## config.mk

```make
export PLATFORM = sky130hd
export DESIGN_NAME = adma_sequencer_flat
export DESIGN_NICKNAME = d
export VERILOG_FILES = /design/src/rtl/adma_sequencer_pkg.sv /design/src/rtl/adma_sequencer_if.sv /design/src/rtl/adma_fetch_timer.sv /design/src/rtl/adma_sequencer.sv /design/src/flat_wrapper.sv
export SDC_FILE = /design/constraint.sdc
export NUM_CORES = 1
export LEC_CHECK = 0
export BUFFER_PORTS_ARGS = -buffer_cell sky130_fd_sc_hd__buf_2
export CORE_MARGIN = 2
export CORE_UTILIZATION = 55
export DETAILED_ROUTE_END_ITERATION = 6
export PLACE_DENSITY = 0.84
export SLEW_MARGIN = 20
export SYNTH_ARGS = -nofsm -noshare
export SYNTH_HDL_FRONTEND = slang
export SYNTH_SLANG_ARGS = --single-unit
```

## constraint.sdc

```tcl
create_clock -name CLK -period 5.4 [get_ports CLK]
set_input_delay 0.27 -clock CLK [delete_from_list [all_inputs] [get_ports CLK]]
set_output_delay 0.27 -clock CLK [all_outputs]
set_load 0.1 [all_outputs]
```

## src/rtl/adma_sequencer_pkg.sv

```systemverilog
// Shared types for the ADMA2 descriptor-chain sequencer.
package adma_sequencer_pkg;

  localparam int unsigned ADDR_W            = 64;
  localparam int unsigned LEN_W             = 17;
  localparam int unsigned DESC_W            = 96;
  localparam int unsigned DESC_BYTES_DEF    = 12;
  localparam int unsigned FETCH_TIMEOUT_DEF = 16;

  // Sequencer state codes; also reported through adma_error_state.
  typedef enum logic [1:0] {
    ST_STOP = 2'b00,
    ST_FDS  = 2'b01,
    ST_CADR = 2'b10,
    ST_TFR  = 2'b11
  } adma_state_e;

  // Descriptor action field encodings.
  typedef enum logic [1:0] {
    ACT_NOP  = 2'b00,
    ACT_RSV  = 2'b01,
    ACT_TRAN = 2'b10,
    ACT_LINK = 2'b11
  } adma_act_e;

  // 96-bit descriptor: valid[0] end[1] int[2] act[5:4] length[31:16] address[95:32].
  typedef struct packed {
    logic [ADDR_W-1:0] address;
    logic [15:0]       length;
    logic [9:0]        rsvd_hi;
    adma_act_e         act;
    logic              rsvd_lo;
    logic              irq;
    logic              last;
    logic              valid;
  } adma_desc_t;

  // Error code reported for fetch timeouts and invalid descriptors.
  localparam logic [1:0] ERR_CODE_FETCH = 2'b01;

endpackage

```

## src/rtl/adma_sequencer_if.sv

```systemverilog
// Fetch-unit and transfer-engine handshake bundle for the ADMA sequencer.
interface adma_sequencer_if;
  import adma_sequencer_pkg::*;

  logic              fetch_start;
  logic [ADDR_W-1:0] fetch_address;
  logic              fetch_start_ack;
  logic              fetch_done;
  logic [DESC_W-1:0] fetch_descriptor;
  logic              tfr_start;
  logic [ADDR_W-1:0] tfr_address;
  logic [LEN_W-1:0]  tfr_length;
  logic              tfr_done;

  modport master (
    output fetch_start, fetch_address, tfr_start, tfr_address, tfr_length,
    input  fetch_start_ack, fetch_done, fetch_descriptor, tfr_done
  );

  modport slave (
    input  fetch_start, fetch_address, tfr_start, tfr_address, tfr_length,
    output fetch_start_ack, fetch_done, fetch_descriptor, tfr_done
  );
endinterface

```

## src/rtl/adma_fetch_timer.sv

```systemverilog
// Counts descriptor-fetch cycles and flags the last allowed one.
module adma_fetch_timer #(
  parameter int unsigned TIMEOUT = 16
) (
  input  logic clk_i,
  input  logic rst_n_i,
  input  logic clear_i,
  input  logic en_i,
  output logic expired_c_o
);
  localparam int unsigned CW = $clog2(TIMEOUT + 1);

  logic [CW-1:0] count_q, count_d;

  // Expired on the TIMEOUT-th enabled cycle, so the caller leaves on that edge.
  assign expired_c_o = en_i && (count_q == CW'(TIMEOUT - 1));

  // Next count: clear wins, saturate once expired.
  always_comb begin
    count_d = count_q;
    if (clear_i) begin
      count_d = '0;
    end else if (en_i && !expired_c_o) begin
      count_d = count_q + CW'(1);
    end
  end

  // Counter register with synchronous reset.
  always_ff @(posedge clk_i) begin
    if (!rst_n_i) count_q <= '0;
    else          count_q <= count_d;
  end
endmodule

```

## src/rtl/adma_sequencer.sv

```systemverilog
// ADMA2 descriptor-chain controller: fetches, decodes and dispatches descriptors.
module adma_sequencer
  import adma_sequencer_pkg::*;
#(
  parameter int unsigned DESC_BYTES    = DESC_BYTES_DEF,
  parameter int unsigned FETCH_TIMEOUT = FETCH_TIMEOUT_DEF
) (
  input  logic              CLK,
  input  logic              RESET_N,
  input  logic              adma_start,
  input  logic              adma_stop,
  input  logic [ADDR_W-1:0] adma_sys_addr,
  adma_sequencer_if.master  bus,
  output logic              adma_busy,
  output logic              adma_int,
  output logic              adma_xfer_complete,
  output logic              adma_error_int,
  output logic [1:0]        adma_error_state,
  output logic [ADDR_W-1:0] adma_desc_ptr
);
  adma_state_e       state_q, state_d;
  adma_desc_t        desc_q, desc_d;
  logic [ADDR_W-1:0] desc_ptr_q, desc_ptr_d;
  logic [ADDR_W-1:0] tfr_addr_q, tfr_addr_d;
  logic [LEN_W-1:0]  tfr_len_q, tfr_len_d;
  logic [1:0]        err_state_q, err_state_d;
  logic ack_seen_q, ack_seen_d;
  logic fetch_start_q, fetch_start_d;
  logic tfr_start_q, tfr_start_d;
  logic int_q, int_d;
  logic cmpl_q, cmpl_d;
  logic err_int_q, err_int_d;
  logic busy_q, busy_d;
  logic fetch_expired_c;
  logic unused_rsvd;

  adma_fetch_timer #(.TIMEOUT(FETCH_TIMEOUT)) u_timer (
    .clk_i      (CLK),
    .rst_n_i    (RESET_N),
    .clear_i    (state_q != ST_FDS),
    .en_i       (state_q == ST_FDS),
    .expired_c_o(fetch_expired_c)
  );

  assign unused_rsvd        = ^{desc_q.rsvd_hi, desc_q.rsvd_lo};
  assign bus.fetch_start    = fetch_start_q;
  assign bus.fetch_address  = desc_ptr_q;
  assign bus.tfr_start      = tfr_start_q;
  assign bus.tfr_address    = tfr_addr_q;
  assign bus.tfr_length     = tfr_len_q;
  assign adma_busy          = busy_q;
  assign adma_int           = int_q;
  assign adma_xfer_complete = cmpl_q;
  assign adma_error_int     = err_int_q;
  assign adma_error_state   = err_state_q;
  assign adma_desc_ptr      = desc_ptr_q;

  // Next-state and registered-output logic; abort overrides everything last.
  always_comb begin
    state_d       = state_q;
    desc_d        = desc_q;
    desc_ptr_d    = desc_ptr_q;
    tfr_addr_d    = tfr_addr_q;
    tfr_len_d     = tfr_len_q;
    err_state_d   = err_state_q;
    ack_seen_d    = 1'b0;
    fetch_start_d = 1'b0;
    tfr_start_d   = 1'b0;
    int_d         = 1'b0;
    cmpl_d        = 1'b0;
    err_int_d     = 1'b0;

    unique case (state_q)
      ST_STOP: begin
        if (adma_start && !adma_stop) begin
          desc_ptr_d    = adma_sys_addr;
          err_state_d   = 2'b00;
          fetch_start_d = 1'b1;
          state_d       = ST_FDS;
        end
      end
      ST_FDS: begin
        // Done is only trusted after the fetch unit acknowledged the start.
        ack_seen_d = ack_seen_q | bus.fetch_start_ack;
        if (ack_seen_q && bus.fetch_done) begin
          desc_d  = adma_desc_t'(bus.fetch_descriptor);
          state_d = ST_CADR;
        end else if (fetch_expired_c) begin
          err_int_d   = 1'b1;
          err_state_d = ERR_CODE_FETCH;
          state_d     = ST_STOP;
        end
      end
      ST_CADR: begin
        if (!desc_q.valid) begin
          err_int_d   = 1'b1;
          err_state_d = ERR_CODE_FETCH;
          state_d     = ST_STOP;
        end else if (desc_q.act == ACT_TRAN) begin
          tfr_addr_d  = desc_q.address;
          tfr_len_d   = (desc_q.length == 16'd0) ? LEN_W'(32'h1_0000) : LEN_W'(desc_q.length);
          tfr_start_d = 1'b1;
          state_d     = ST_TFR;
        end else begin
          desc_ptr_d = (desc_q.act == ACT_LINK) ? desc_q.address
                                                : desc_ptr_q + ADDR_W'(DESC_BYTES);
          int_d = desc_q.irq;
          if (desc_q.last) begin
            cmpl_d  = 1'b1;
            state_d = ST_STOP;
          end else begin
            fetch_start_d = 1'b1;
            state_d       = ST_FDS;
          end
        end
      end
      ST_TFR: begin
        if (bus.tfr_done) begin
          desc_ptr_d = desc_ptr_q + ADDR_W'(DESC_BYTES);
          int_d      = desc_q.irq;
          if (desc_q.last) begin
            cmpl_d  = 1'b1;
            state_d = ST_STOP;
          end else begin
            fetch_start_d = 1'b1;
            state_d       = ST_FDS;
          end
        end
      end
    endcase

    if (adma_stop && (state_q != ST_STOP)) begin
      state_d       = ST_STOP;
      err_state_d   = state_q;
      desc_d        = desc_q;
      desc_ptr_d    = desc_ptr_q;
      tfr_addr_d    = tfr_addr_q;
      tfr_len_d     = tfr_len_q;
      ack_seen_d    = 1'b0;
      fetch_start_d = 1'b0;
      tfr_start_d   = 1'b0;
      int_d         = 1'b0;
      cmpl_d        = 1'b0;
      err_int_d     = 1'b0;
    end

    busy_d = (state_d != ST_STOP);
  end

  // State and output registers with synchronous active-low reset.
  always_ff @(posedge CLK) begin
    if (!RESET_N) begin
      state_q       <= ST_STOP;
      desc_q        <= '0;
      desc_ptr_q    <= '0;
      tfr_addr_q    <= '0;
      tfr_len_q     <= '0;
      err_state_q   <= '0;
      ack_seen_q    <= 1'b0;
      fetch_start_q <= 1'b0;
      tfr_start_q   <= 1'b0;
      int_q         <= 1'b0;
      cmpl_q        <= 1'b0;
      err_int_q     <= 1'b0;
      busy_q        <= 1'b0;
    end else begin
      state_q       <= state_d;
      desc_q        <= desc_d;
      desc_ptr_q    <= desc_ptr_d;
      tfr_addr_q    <= tfr_addr_d;
      tfr_len_q     <= tfr_len_d;
      err_state_q   <= err_state_d;
      ack_seen_q    <= ack_seen_d;
      fetch_start_q <= fetch_start_d;
      tfr_start_q   <= tfr_start_d;
      int_q         <= int_d;
      cmpl_q        <= cmpl_d;
      err_int_q     <= err_int_d;
      busy_q        <= busy_d;
    end
  end
endmodule

```

## src/flat_wrapper.sv

```systemverilog
// flat-port wrapper written by rule: the top's interface ports become plain ports
module adma_sequencer_flat import adma_sequencer_pkg::*;
#(
  parameter int unsigned DESC_BYTES    = DESC_BYTES_DEF,
  parameter int unsigned FETCH_TIMEOUT = FETCH_TIMEOUT_DEF
)
  (CLK, RESET_N, adma_start, adma_stop, adma_sys_addr, adma_busy, adma_int, adma_xfer_complete, adma_error_int, adma_error_state, adma_desc_ptr, bus_fetch_start, bus_fetch_address, bus_tfr_start, bus_tfr_address, bus_tfr_length, bus_fetch_start_ack, bus_fetch_done, bus_fetch_descriptor, bus_tfr_done);
  adma_sequencer_if bus_i ();
  input  logic CLK;
  input  logic RESET_N;
  input  logic adma_start;
  input  logic adma_stop;
  input  logic [ADDR_W-1:0] adma_sys_addr;
  output logic adma_busy;
  output logic adma_int;
  output logic adma_xfer_complete;
  output logic adma_error_int;
  output logic [1:0] adma_error_state;
  output logic [ADDR_W-1:0] adma_desc_ptr;
  output wire logic [$bits(bus_i.fetch_start)-1:0] bus_fetch_start;
  output wire logic [$bits(bus_i.fetch_address)-1:0] bus_fetch_address;
  output wire logic [$bits(bus_i.tfr_start)-1:0] bus_tfr_start;
  output wire logic [$bits(bus_i.tfr_address)-1:0] bus_tfr_address;
  output wire logic [$bits(bus_i.tfr_length)-1:0] bus_tfr_length;
  input wire logic [$bits(bus_i.fetch_start_ack)-1:0] bus_fetch_start_ack;
  input wire logic [$bits(bus_i.fetch_done)-1:0] bus_fetch_done;
  input wire logic [$bits(bus_i.fetch_descriptor)-1:0] bus_fetch_descriptor;
  input wire logic [$bits(bus_i.tfr_done)-1:0] bus_tfr_done;
  assign bus_fetch_start = bus_i.fetch_start;
  assign bus_fetch_address = bus_i.fetch_address;
  assign bus_tfr_start = bus_i.tfr_start;
  assign bus_tfr_address = bus_i.tfr_address;
  assign bus_tfr_length = bus_i.tfr_length;
  assign bus_i.fetch_start_ack = bus_fetch_start_ack;
  assign bus_i.fetch_done = bus_fetch_done;
  assign bus_i.fetch_descriptor = bus_fetch_descriptor;
  assign bus_i.tfr_done = bus_tfr_done;
  adma_sequencer #(.DESC_BYTES(DESC_BYTES), .FETCH_TIMEOUT(FETCH_TIMEOUT)) u_core (.CLK(CLK), .RESET_N(RESET_N), .adma_start(adma_start), .adma_stop(adma_stop), .adma_sys_addr(adma_sys_addr), .bus(bus_i), .adma_busy(adma_busy), .adma_int(adma_int), .adma_xfer_complete(adma_xfer_complete), .adma_error_int(adma_error_int), .adma_error_state(adma_error_state), .adma_desc_ptr(adma_desc_ptr));
endmodule
```

==> reports/qor.yml, run 1 <==
floorplan:
  num_rows: 53
  die_h_um: 150
  coreArea_um2: 21000
  boundaryPins: 384
  die_x_um: 150
  die-area_um2: 22400
  start_util: 0.557
global_routing:
  grt_antenna_before_repair: 3
  grt_pass1_vias: 12500
  grtUsageMet1: 0.483
  grt.met3_usage: 0.0823
  grt-ovfl-total: 0
  grt_pass1_wl_mm: 67.0
  grt_max_degree: 133
  grt.met2_usage: 0.613
  busiest_layer: "met2"
  grt.total_usage: 0.377
drt:
  drc_errors: 0
  vias: 13600
  wl_mm: 44.5
  wl_per_cell_um: 20.4
  routed_via_density: 6.21
  drt_first_pass_iters: 6
  antenna_left: 0
  drt_iter0_drc: 1511
critical_path:
  rr_worst_depth: 7
  crit_required_ns: 5.82
  crit_path_end: "u_core.adma_desc_ptr[15]"
  r2r_slack_ns: 2.11
  crit_arrival_ns: 3.71
  start_kind: "flip-flop"
  crit_path_max_fanout: 43
  crit_type: "flip-flop to flip-flop"
  slowest_delay_ns: 0.56
  rr_startpoint: "u_core.state_q[0]"
  path_depth: 7
  crit_buf_inv: 1
  cp_cell_sequence: "ha_1, nor2b_1, nor4_1, nor2b_4, buf_4, o21ai_0, a32o_1"
  startpoint: "u_core.state_q[0]"
  crit_path_end_kind: "flip-flop"
  slowest_stage: "nor2b_4"
  worstReg2RegEnd: "u_core.adma_desc_ptr[15]"
  critical_path.top_delay_family: "simple AND/OR/NAND/NOR gates"
placement:
  gp_congestion: 0.943
  place_inst: 2047
  dpl_worst_slack_ns: 2.29
  placed_area_um2: 13100
  io_buffers: 372
  hpwl_mm: 28.0
clocking:
  cts.sinks: 246
  h-tree-depth: 1
  cts-resized-gates: 0
  tritoncts: "yes"
  clk_pin_slew_ns: 0.07
  cts_made_buffers: 26
  clk-insertion-delay-late_ns: 0.53
  clock_path_buffers: 3
  cts_root_buffer: "clkbuf_16"
synthesis:
  synthFlopType: "dfxtp_1"
  synth_edf_count: 0
  yosys_register_bits: 246
  synthArstFlopShare: 0
  yosys_warnings: 0
  synth.avg_cell_area_um2: 7.49
  yosysSeqAreaShare: 0.422
  syn_inst: 1560
  syn-cell-area_um2: 11700
  ys_types: 64
  syn_nets: 1736
run_status:
  outcome: "finished clean"
timing:
  finalSetupTns_ns: 0
  worst_pin_slew_ns: 1.17
  maxSlewViolCount: 0
  relSlewSlack: 0.221
  rsz0062_at_grt: "no"
  finalCritPeriodShare: 0.609
  fin_crit_ns: 3.29
  setup_viol: 0
  clock_skew_ns: 0.0113
  finalHoldViolations: 0
  timing.fmax_ghz: 0.304
  setup_ws_ns: 2.11
power_and_ir_drop:
  p_leak_uw: 0.00611
  power.density_nw_per_um2: 337
  ir_worst_vdd_mv: 0.250
cells_and_area:
  drive_gt1_frac: 0.235
  final_nets: 2061
  syn_to_final_growth_pct: 28.3
  finalNonFillerCells: 2184
  final_area_um2: 15000
flow_run:
  drv_cap: 0
hold_path:
  hold_path_class: "input port to flip-flop"
per-stage QoR:
stage	total power [µW]	hold WS, ns	util
floorplan	2800	0.406	-
global placement	2960	0.439	0.627
detailed placement	2970	0.442	0.627
CTS	5030	0.0242	0.715
global route	5170	0.0558	0.715
finish	5050	0.0399	0.715
cell families after synthesis:
group | after synthesis | synth area share
flops | 246 | 0.422
compound gates | 445 | 0.234
xor+xnor | 6 | 0.00450
buf+inv | 185 | 0.0806
mux | 7 | 0.00600
fa+ha+maj | 9 | 0.00964
simple gates | 662 | 0.244
how the worst min path moves through the flow:
stage	start	cells after the start	end	slack, ns
floorplan	bus_fetch_descriptor[2]	2	u_core.desc_q[2]	0.41
global placement	u_core.desc_q[2]	1	u_core.adma_int	0.44
detailed placement	u_core.desc_q[2]	1	u_core.adma_int	0.44
CTS	adma_sys_addr[54]	3	u_core.adma_desc_ptr[54]	0.02
global route	bus_fetch_start_ack	3	u_core.ack_seen_q	0.06
finish	bus_fetch_start_ack	3	u_core.ack_seen_q	0.04
layer usage:
| metal | wire length, µm | vias to the layer above |
|---|---|---|
| li1 | - | 6067 |
| met1 | 16400 | 6332 |
| met2 | 20700 | 964 |
| met3 | 5100 | 193 |
| met4 | 2230 | 0 |
| met5 | 0 | - |
synthesized netlist by cell type, types with 19 or more instances:
master,count,area share
a21oi_1,225,0.096
nor4_1,19,0.010
clkbuf_1,91,0.029
o21ai_0,60,0.026
nand2_1,407,0.13
buf_4,64,0.041
nor2_1,100,0.032
dfxtp_1,246,0.42
nand3_1,30,0.013
nand4_1,23,0.012
a22oi_1,46,0.030
nor3_1,23,0.0099
tightest hold or removal path: cells and delay by family:
| kind | cells | cell delay (ns) |
|---|---|---|
| buffers and inverters | 1 | 0.11 |
| AND/OR/NAND/NOR | 2 | 0.14 |
where the power goes:
part           switching [µW]  internal [µW]
combinational             822            227
sequential               88.4           1860
clock                     777           1270
final cells by class:
| cell class | count | area (µm²) |
|---|---|---|
| Multi-Input combinational cell | 1129 | 5870 |
| Timing Repair Buffer | 469 | 2800 |
| Clock buffer | 36 | 759 |
| Tap cell | 275 | 344 |
| Clock inverter | 12 | 220 |
| Sequential cell | 246 | 4920 |
| Fill cell | 1604 | 5970 |
| Antenna cell | 4 | 10.0 |
| Inverter | 13 | 53.8 |
state kept, by name (all words and copies together), names as in the netlist, 2 cells and up:
signal / flops
u_core.adma_error_state: 2
u_core.u_timer.count_q: 5
u_core.adma_desc_ptr: 64
u_core.desc_q: 85
u_core.state_q: 2
u_core.bus.tfr_length: 17
u_core.bus.tfr_address: 64
layout by cell type (no fill, tap or decap), types with 5 or more instances in the layout:
| cell type | n |
|---|---|
| nor3_1 | 23 |
| nor2_1 | 97 |
| bufinv_16 | 6 |
| or2_2 | 5 |
| and3_1 | 10 |
| dfxtp_1 | 246 |
| a22oi_1 | 46 |
| o31a_1 | 5 |
| nor4_1 | 19 |
| nand2b_1 | 7 |
| nand4_1 | 23 |
| buf_4 | 12 |
| a222oi_1 | 5 |
| and2_1 | 5 |
| ha_1 | 9 |
| nor2b_1 | 7 |
| nand3_1 | 30 |
| mux2i_1 | 7 |
| dlygate4sd3_1 | 85 |
| o21ai_0 | 60 |
| clkbuf_8 | 5 |
| a211oi_1 | 8 |
| clkbuf_16 | 27 |
| buf_2 | 372 |
| a22o_1 | 10 |
| a221oi_1 | 12 |
| nand2_1 | 406 |
| a21oi_1 | 224 |
| o41ai_1 | 8 |
| inv_1 | 12 |
| nor3b_1 | 5 |
| a31oi_1 | 9 |
| o31ai_1 | 7 |
timing repair:
item	4_1_cts	5_1_grt
hold buffers	85	0
hold endpoints to repair	85	0
buffers inserted	0	0
setup endpoints to repair	0	0
Note: power is estimated with default switching activity, not from simulation.
==> run 2, diff against run 1 <==
--- a/config.mk
+++ b/config.mk
@@ -5,11 +5,12 @@
 export SDC_FILE = /design/constraint.sdc
 export NUM_CORES = 1
 export LEC_CHECK = 0
+export ABC_AREA = 1
 export BUFFER_PORTS_ARGS = -buffer_cell sky130_fd_sc_hd__buf_2
 export CORE_MARGIN = 2
-export CORE_UTILIZATION = 55
+export CORE_UTILIZATION = 47
 export DETAILED_ROUTE_END_ITERATION = 6
-export PLACE_DENSITY = 0.84
+export PLACE_DENSITY = 0.75
 export SLEW_MARGIN = 20
 export SYNTH_ARGS = -nofsm -noshare
 export SYNTH_HDL_FRONTEND = slang
==> constraint.sdc (replaced) <==
create_clock -name CLK -period 2.93 [get_ports CLK]
set_input_delay 0.1465 -clock CLK [delete_from_list [all_inputs] [get_ports CLK]]
set_output_delay 0.1465 -clock CLK [all_outputs]
set_load 0.1 [all_outputs]
==> reports/qor.yml, run 2 <==
power_and_ir_drop:
  power_frac_clock: 0.331  # -0.075
  p_leak_uw: 0.00749  # +23%
  pwr-share-seq: 0.357  # -0.029
  power.density_nw_per_um2: 639  # +90%
  switchingPower_uw: 4480  # +170%
  ir_worst_vdd_mv: 0.622  # +150%
  p_comb_frac: 0.312  # +0.104
  power.share.switching: 0.418  # +0.0833
  p_int_uw: 6250  # +86%
synthesis:
  ys_top_cells_by_area: "dfxtp_1, nand2_1, o21ai_0"
  syn_nets: 2044  # +18%
  yosys_register_bits: 246  # unchanged
  synth_top_area_cell: "dfxtp_1"
  syn-cell-area_um2: 12800  # +9.5%
  yosysSeqAreaShare: 0.385  # -0.0367
  yosys-top-cells-count: "nand2_1, dfxtp_1, nor2_1"
  ys_types: 45  # -30%
  syn_inst: 1868  # +20%
  synth_edf_count: 0  # unchanged
  synthFlopType: "dfxtp_1"
  synth.avg_cell_area_um2: 6.85  # -8.5%
  yosys.cell_count.top_type: "nand2_1"
  yosys_warnings: 0  # unchanged
  synth_top_area_share: 0.385  # -0.0367
  synthArstFlopShare: 0  # unchanged
cells_and_area:
  final_nets: 2457  # +19%
  syn_to_final_growth_pct: 31.2
  drive_gt1_frac: 0.225  # -0.00976
  largest_register_ffs: 85  # unchanged
  final_area_um2: 16800  # +12%
  fin_util: 0.626  # -0.0886
  final_cell_mix: "buf_2, nand2_1, dfxtp_1"
  multi_input_area_um2: 6310  # +7.4%
  ff_latch_area_um2: 4920  # unchanged
  layout_commonest_cell: "buf_2"
  top_register: "u_core.desc_q"
  fillCellCount: 2399  # +50%
drt:
  antenna_left: 0  # unchanged
  wl_per_cell_um: 18.0  # -12%
  drt_iter0_drc: 1188  # -21%
  drc_errors: 0  # unchanged
  routed_via_density: 5.43  # -12%
  wl_mm: 47.5  # +6.8%
  drt_first_pass_iters: 7  # +1
  vias: 14400  # +5.9%
placement:
  io_buffers: 372  # unchanged
  placed_area_um2: 14400  # +9.5%
  gp_congestion: 0.972  # +3.1%
  hpwl_mm: 33.9  # +21%
critical_path:
  crit_arrival_ns: 2.87  # -0.84 ns
  crit_required_ns: 3.35  # -2.47 ns
  crit_type: "flip-flop to flip-flop"
  crit_path_end_kind: "flip-flop"
  crit_path_max_fanout: 9  # -79%
  start_kind: "flip-flop"
clocking:
  h-tree-depth: 1  # unchanged
  cts.sinks: 246  # unchanged
  tritoncts: "yes"
  cts_setup_buffers: 0  # unchanged
  clk-insertion-delay-late_ns: 0.56  # +0.03 ns
  cts_root_buffer: "clkbuf_16"
  cts_made_buffers: 27  # +3.8%
  clk_pin_slew_ns: 0.06  # about the same
  clock_path_buffers: 3  # unchanged
run_status:
  outcome: "finished clean"
timing:
  relSlewSlack: 0.465  # +0.244
  clock_skew_ns: 0.0138  # +0.00253 ns
  worst_pin_slew_ns: 0.801  # -0.367 ns
  rsz0062_at_grt: "no"
  finalSetupTns_ns: 0  # unchanged
  maxSlewViolCount: 0  # unchanged
  timing.fmax_ghz: 0.407  # +34%
  fin_crit_ns: 2.46  # -0.831 ns
  finalCritPeriodShare: 0.838  # +0.230
  setup_viol: 0  # unchanged
  finalHoldViolations: 0  # unchanged
floorplan:
  num_rows: 60  # +13%
  die-area_um2: 28600  # +27%
  boundaryPins: 384  # unchanged
  coreArea_um2: 26800  # +28%
  die_x_um: 169  # +13%
  die_h_um: 169  # +13%
  start_util: 0.477  # -0.0801
global_routing:
  grt_pass1_vias: 13400  # +6.9%
  grt-ovfl-total: 0  # unchanged
  grt_max_degree: 113  # -15%
  grt.total_usage: 0.320  # -0.0574
  grt_antenna_before_repair: 4  # +1
  grt_pass1_wl_mm: 72.4  # +8.0%
hold_path:
  hold_path_class: "input port to flip-flop"
flow_run:
  drv_cap: 0  # unchanged
run 2: cell types whose count changed in the layout (fill, tap and decap cells not counted), sizes merged, moves of 9 or more:
cell	previous run	this run
a22o	10	0
a22oi	46	21
and3	11	0
buf	384	396
dlygate4sd3	85	147
inv	14	167
nand2	407	336
nand3	30	73
nor2	100	278
nor4	20	4
o21ai	60	243
o21bai	1	10
o41ai	9	0
run 2: metal layers:
layer | vias up | share of wire | GRT usage
met5 | - | 0.00015 | 0
met3 | 132 | 0.085 | 0.0575
met2 | 720 | 0.46 | 0.536
li1 | 6955 | - | -
met4 | 2 | 0.048 | 0.144
met1 | 6548 | 0.41 | 0.403
run 2: cell type report:
class	instances	share of cell area
clock buffers	36	0.0452
diodes	3	0.000447
repair buffers	543	0.213
well taps	341	0.0254
multi-input cells	1296	0.376
clock inverters	10	0.00924
flip-flops and latches	246	0.293
inverters	167	0.0376
run 2: critical path: stages, from the launching register on:
cell and delay (ns):
dfxtp_1 0.49, inv_1 0.13, ha_1 0.35, nand2_1 0.14, nand2_1 0.11, nor2_1 0.12, nand2_1 0.15, buf_4 0.22
a221oi_1 0.46, a21oi_1 0.13
run 2: worst paths after layout:
path | from | end | slack, ns | cells past startpoint
worst min register to register | u_core.desc_q[2] | u_core.adma_int | 0.46 | 2
worst min-delay path | bus_fetch_done | u_core.adma_error_int | 0.02 | 4
worst max-delay path | u_core.state_q[0] | u_core.adma_desc_ptr[34] | 0.47 | 9
worst max register to register | u_core.state_q[0] | u_core.adma_desc_ptr[34] | 0.47 | 9
run 2: logic make-up after synthesis:
logic type                 Yosys count  share of synthesized area
AOI/OAI and AO/OA                  543                      0.228
DFF                                246                      0.385
xor gates and xnor gates             7                    0.00479
buffers and inverters              326                      0.123
and+or+nand+nor                    737                      0.250
adders and majority gates            9                    0.00880
run 2: stage by stage:
stage	hold slack [ns]	total power [µW]	worst slack, ns	instances
floorplan	0.281	6570	0.454	1868
global placement	0.372	7040	0.549	2446
detailed placement	0.377	7060	0.545	2446
CTS	0.00666	10700	0.522	2639
global route	0.0523	11100	0.339	2640
finish	0.0216	10700	0.474	2642
run 2: what timing repair did:
action                    in CTS  in global routing
resized for setup              0                  0
hold buffers                 147                  0
hold endpoints to repair     149                  0
run 2: power groups by stage:
stage               Combinational [µW]  Sequential, µW  Clock [µW]
finish                            3350            3830        3550
global placement                  3150            3890           0
detailed placement                3170            3890           0
floorplan                         1810            4760           0
global route                      3500            3850        3700
CTS                               3330            3820        3590
==> run 3, diff against run 2 <==
==> constraint.sdc (replaced) <==
create_clock -name CLK -period 2 [get_ports CLK]
set_input_delay 0.1 -clock CLK [delete_from_list [all_inputs] [get_ports CLK]]
set_output_delay 0.1 -clock CLK [all_outputs]
set_load 0.1 [all_outputs]
==> reports/qor.yml, run 3 (synthesis results as in run 2) <==
drt:
  drc_errors: 0  # unchanged
  vias: 14700  # +2.6%
  routed-wl-met2_mm: 23.6  # +7.9%
  drt_iter0_drc: 1242  # +4.5%
  antenna_left: 0  # unchanged
  wl_per_cell_um: 18.3  # +2.0%
  drt_first_pass_iters: 6  # -1
  drt-met1-wl_mm: 20.6  # +6.7%
  wl_mm: 49.7  # +4.8%
  highest_layer: "met4"
  routed-wl-met3_mm: 3.77  # -6.4%
  routed_via_density: 5.43  # about the same
hold_path:
  hold_start: "adma_stop"
  hold_path_class: "input port to flip-flop"
  whs_path_depth: 5  # +1
  hold_path_end: "u_core.adma_error_int"
critical_path:
  rr_worst_depth: 9  # unchanged
  r2r_slack_ns: 0.07  # -0.40 ns
  crit_type: "flip-flop to flip-flop"
  crit_top_cell: "inv_1"
  crit_path_max_fanout: 4  # -5
  rr_startpoint: "u_core.adma_desc_ptr[2]"
  start_kind: "flip-flop"
  crit_arrival_ns: 2.40  # -0.47 ns
  crit_buf_inv: 2  # unchanged
  slowest_stage: "dfxtp_4"
  crit_path_end_kind: "flip-flop"
  worstReg2RegEnd: "u_core.adma_desc_ptr[30]"
  crit_required_ns: 2.47  # -0.88 ns
  critical_path.top_delay_family: "simple AND/OR/NAND/NOR gates"
  cp_cell_sequence: "inv_1, ha_1, nor2_4, inv_1, nor2_1, nand2_1, xor2_1, or2_0, a21oi_1"
  slowest_delay_ns: 0.34  # -0.15 ns
cells_and_area:
  final_nets: 2527  # +2.8%
  syn_to_final_growth_pct: 38.7
  layout_commonest_cell: "buf_2"
  top_register: "u_core.desc_q"
  n_antenna_cell: 0  # -3
  fillCellCount: 2277  # -5.1%
  finalNonFillerCells: 2712  # +2.6%
  final_cell_mix: "buf_2, nand2_1, nor2_1"
  drive_gt1_frac: 0.283  # +0.0580
  fin_util: 0.662  # +0.0354
  largest_register_ffs: 85  # unchanged
placement:
  hpwl_mm: 35.2  # +3.8%
  place_inst: 2503  # +2.3%
  io_buffers: 372  # unchanged
  gp_congestion: 0.958  # -1.5%
  dpl_worst_slack_ns: 0.0111  # -0.534 ns
timing:
  finalHoldViolations: 0  # unchanged
  setup_viol: 0  # unchanged
  finalCritPeriodShare: 0.963  # +0.125
  setup_ws_ns: 0.0742  # -0.400 ns
  clock_skew_ns: 0.0115  # -0.00231 ns
  fin_crit_ns: 1.93  # -0.530 ns
  maxSlewViolCount: 0  # unchanged
  worst_pin_slew_ns: 0.873  # +0.0711 ns
  timing.fmax_ghz: 0.519  # +28%
  relSlewSlack: 0.418  # -0.0475
clocking:
  clock_path_buffers: 3  # unchanged
  tritoncts: "yes"
  cts.sinks: 246  # unchanged
  clk-insertion-delay-late_ns: 0.56  # about the same
  clk_pin_slew_ns: 0.06  # about the same
  h-tree-depth: 1  # unchanged
  cts_root_buffer: "clkbuf_16"
  cts_made_buffers: 27  # unchanged
global_routing:
  grt.total_usage: 0.331  # +0.0112
  grt_antenna_before_repair: 0  # -4
  grt_pass1_wl_mm: 74.9  # +3.4%
  grt_max_degree: 84  # -26%
  grt-ovfl-total: 0  # unchanged
  grt_pass1_vias: 13900  # +4.0%
power_and_ir_drop:
  power.density_nw_per_um2: 925  # +45%
  ir_worst_vdd_mv: 0.706  # +13%
  p_leak_uw: 0.00793  # +5.9%
floorplan:
  die_h_um: 169  # unchanged
  start_util: 0.477  # unchanged
  die_x_um: 169  # unchanged
  coreArea_um2: 26800  # unchanged
  num_rows: 60  # unchanged
  boundaryPins: 384  # unchanged
  die-area_um2: 28600  # unchanged
flow_run:
  drv_cap: 0  # unchanged
run_status:
  outcome: "finished clean"
[run 3: cell count changes in the layout (fill, tap and decap cells not counted), moves of 8 or more]
| cell | change |
|---|---|
| dfxtp_4 | +8 |
| buf_4 | +51 |
| buf_12 | +9 |
| nor2_1 | -9 |
| dfxtp_2 | +53 |
| dfxtp_1 | -61 |
[run 3: area by class of cell]
class	count	area [µm²]	share of cell area
timing repair inverter	1	7.51	0.000423
sequential	246	5020	0.283
inverter	167	639	0.0360
clock buffer	37	785	0.0442
clock inverter	12	211	0.0119
timing repair buffer	612	4240	0.239
tap	341	427	0.0241
multi-input combinational	1296	6410	0.361
[run 3: what timing repair did]
item | CTS | global route
pin swaps | 5 | 7
cloned | 1 | 0
gates resized for setup | 9 | 38
endpoints found under the hold margin | 165 | 0
hold buffers | 153 | 0
buffers inserted | 2 | 4
endpoints found under the setup margin | 3 | 48
[run 3: worst max path at each step]
stage,start,end,slack [ns],depth (start not counted)
after floorplan,u_core.adma_desc_ptr[58],u_core.adma_desc_ptr[63],0.005,11
after global placement,u_core.state_q[1],u_core.adma_desc_ptr[38],0.05,12
after detailed placement,u_core.state_q[1],u_core.adma_desc_ptr[25],0.01,12
after CTS,u_core.state_q[0],u_core.adma_desc_ptr[25],0.008,11
after global routing,u_core.u_timer.count_q[0],u_core.adma_busy,-0.02,9
final,u_core.adma_desc_ptr[2],u_core.adma_desc_ptr[30],0.07,9
[run 3: report_power, final]
group          switching, µW  internal [µW]  total [µW]
sequential               408           5170        5580
clock                   2180           3410        5580
combinational           4090           1150        5240
[run 3: metrics by stage]
stage          hold WS [ns]  total power [µW]  instance area (µm²)  setup TNS (ns)
3_3_place_gp          0.325             10500                15000               0
4_1_cts              0.0313             16300                17600               0
5_1_grt              0.0592             16900                17700         -0.0166
6_report             0.0542             16400                17700               0
2_1_floorplan         0.235              9670                12900               0
3_5_place_dp          0.331             10600                15000               0
[run 3: routing by layer]
metal  track usage  vias to the layer above
met2         0.573                      726
met1         0.422                     6799
met5             0                        -
met4         0.116                        0
met3        0.0496                      111
li1              -                     7093
[run 3: tightest hold or removal path, cell delays in order]
cell and delay, ns:
buf_2 0.13, nand2_4 0.05, buf_4 0.16, nand3_1 0.07, a21oi_1 0.05
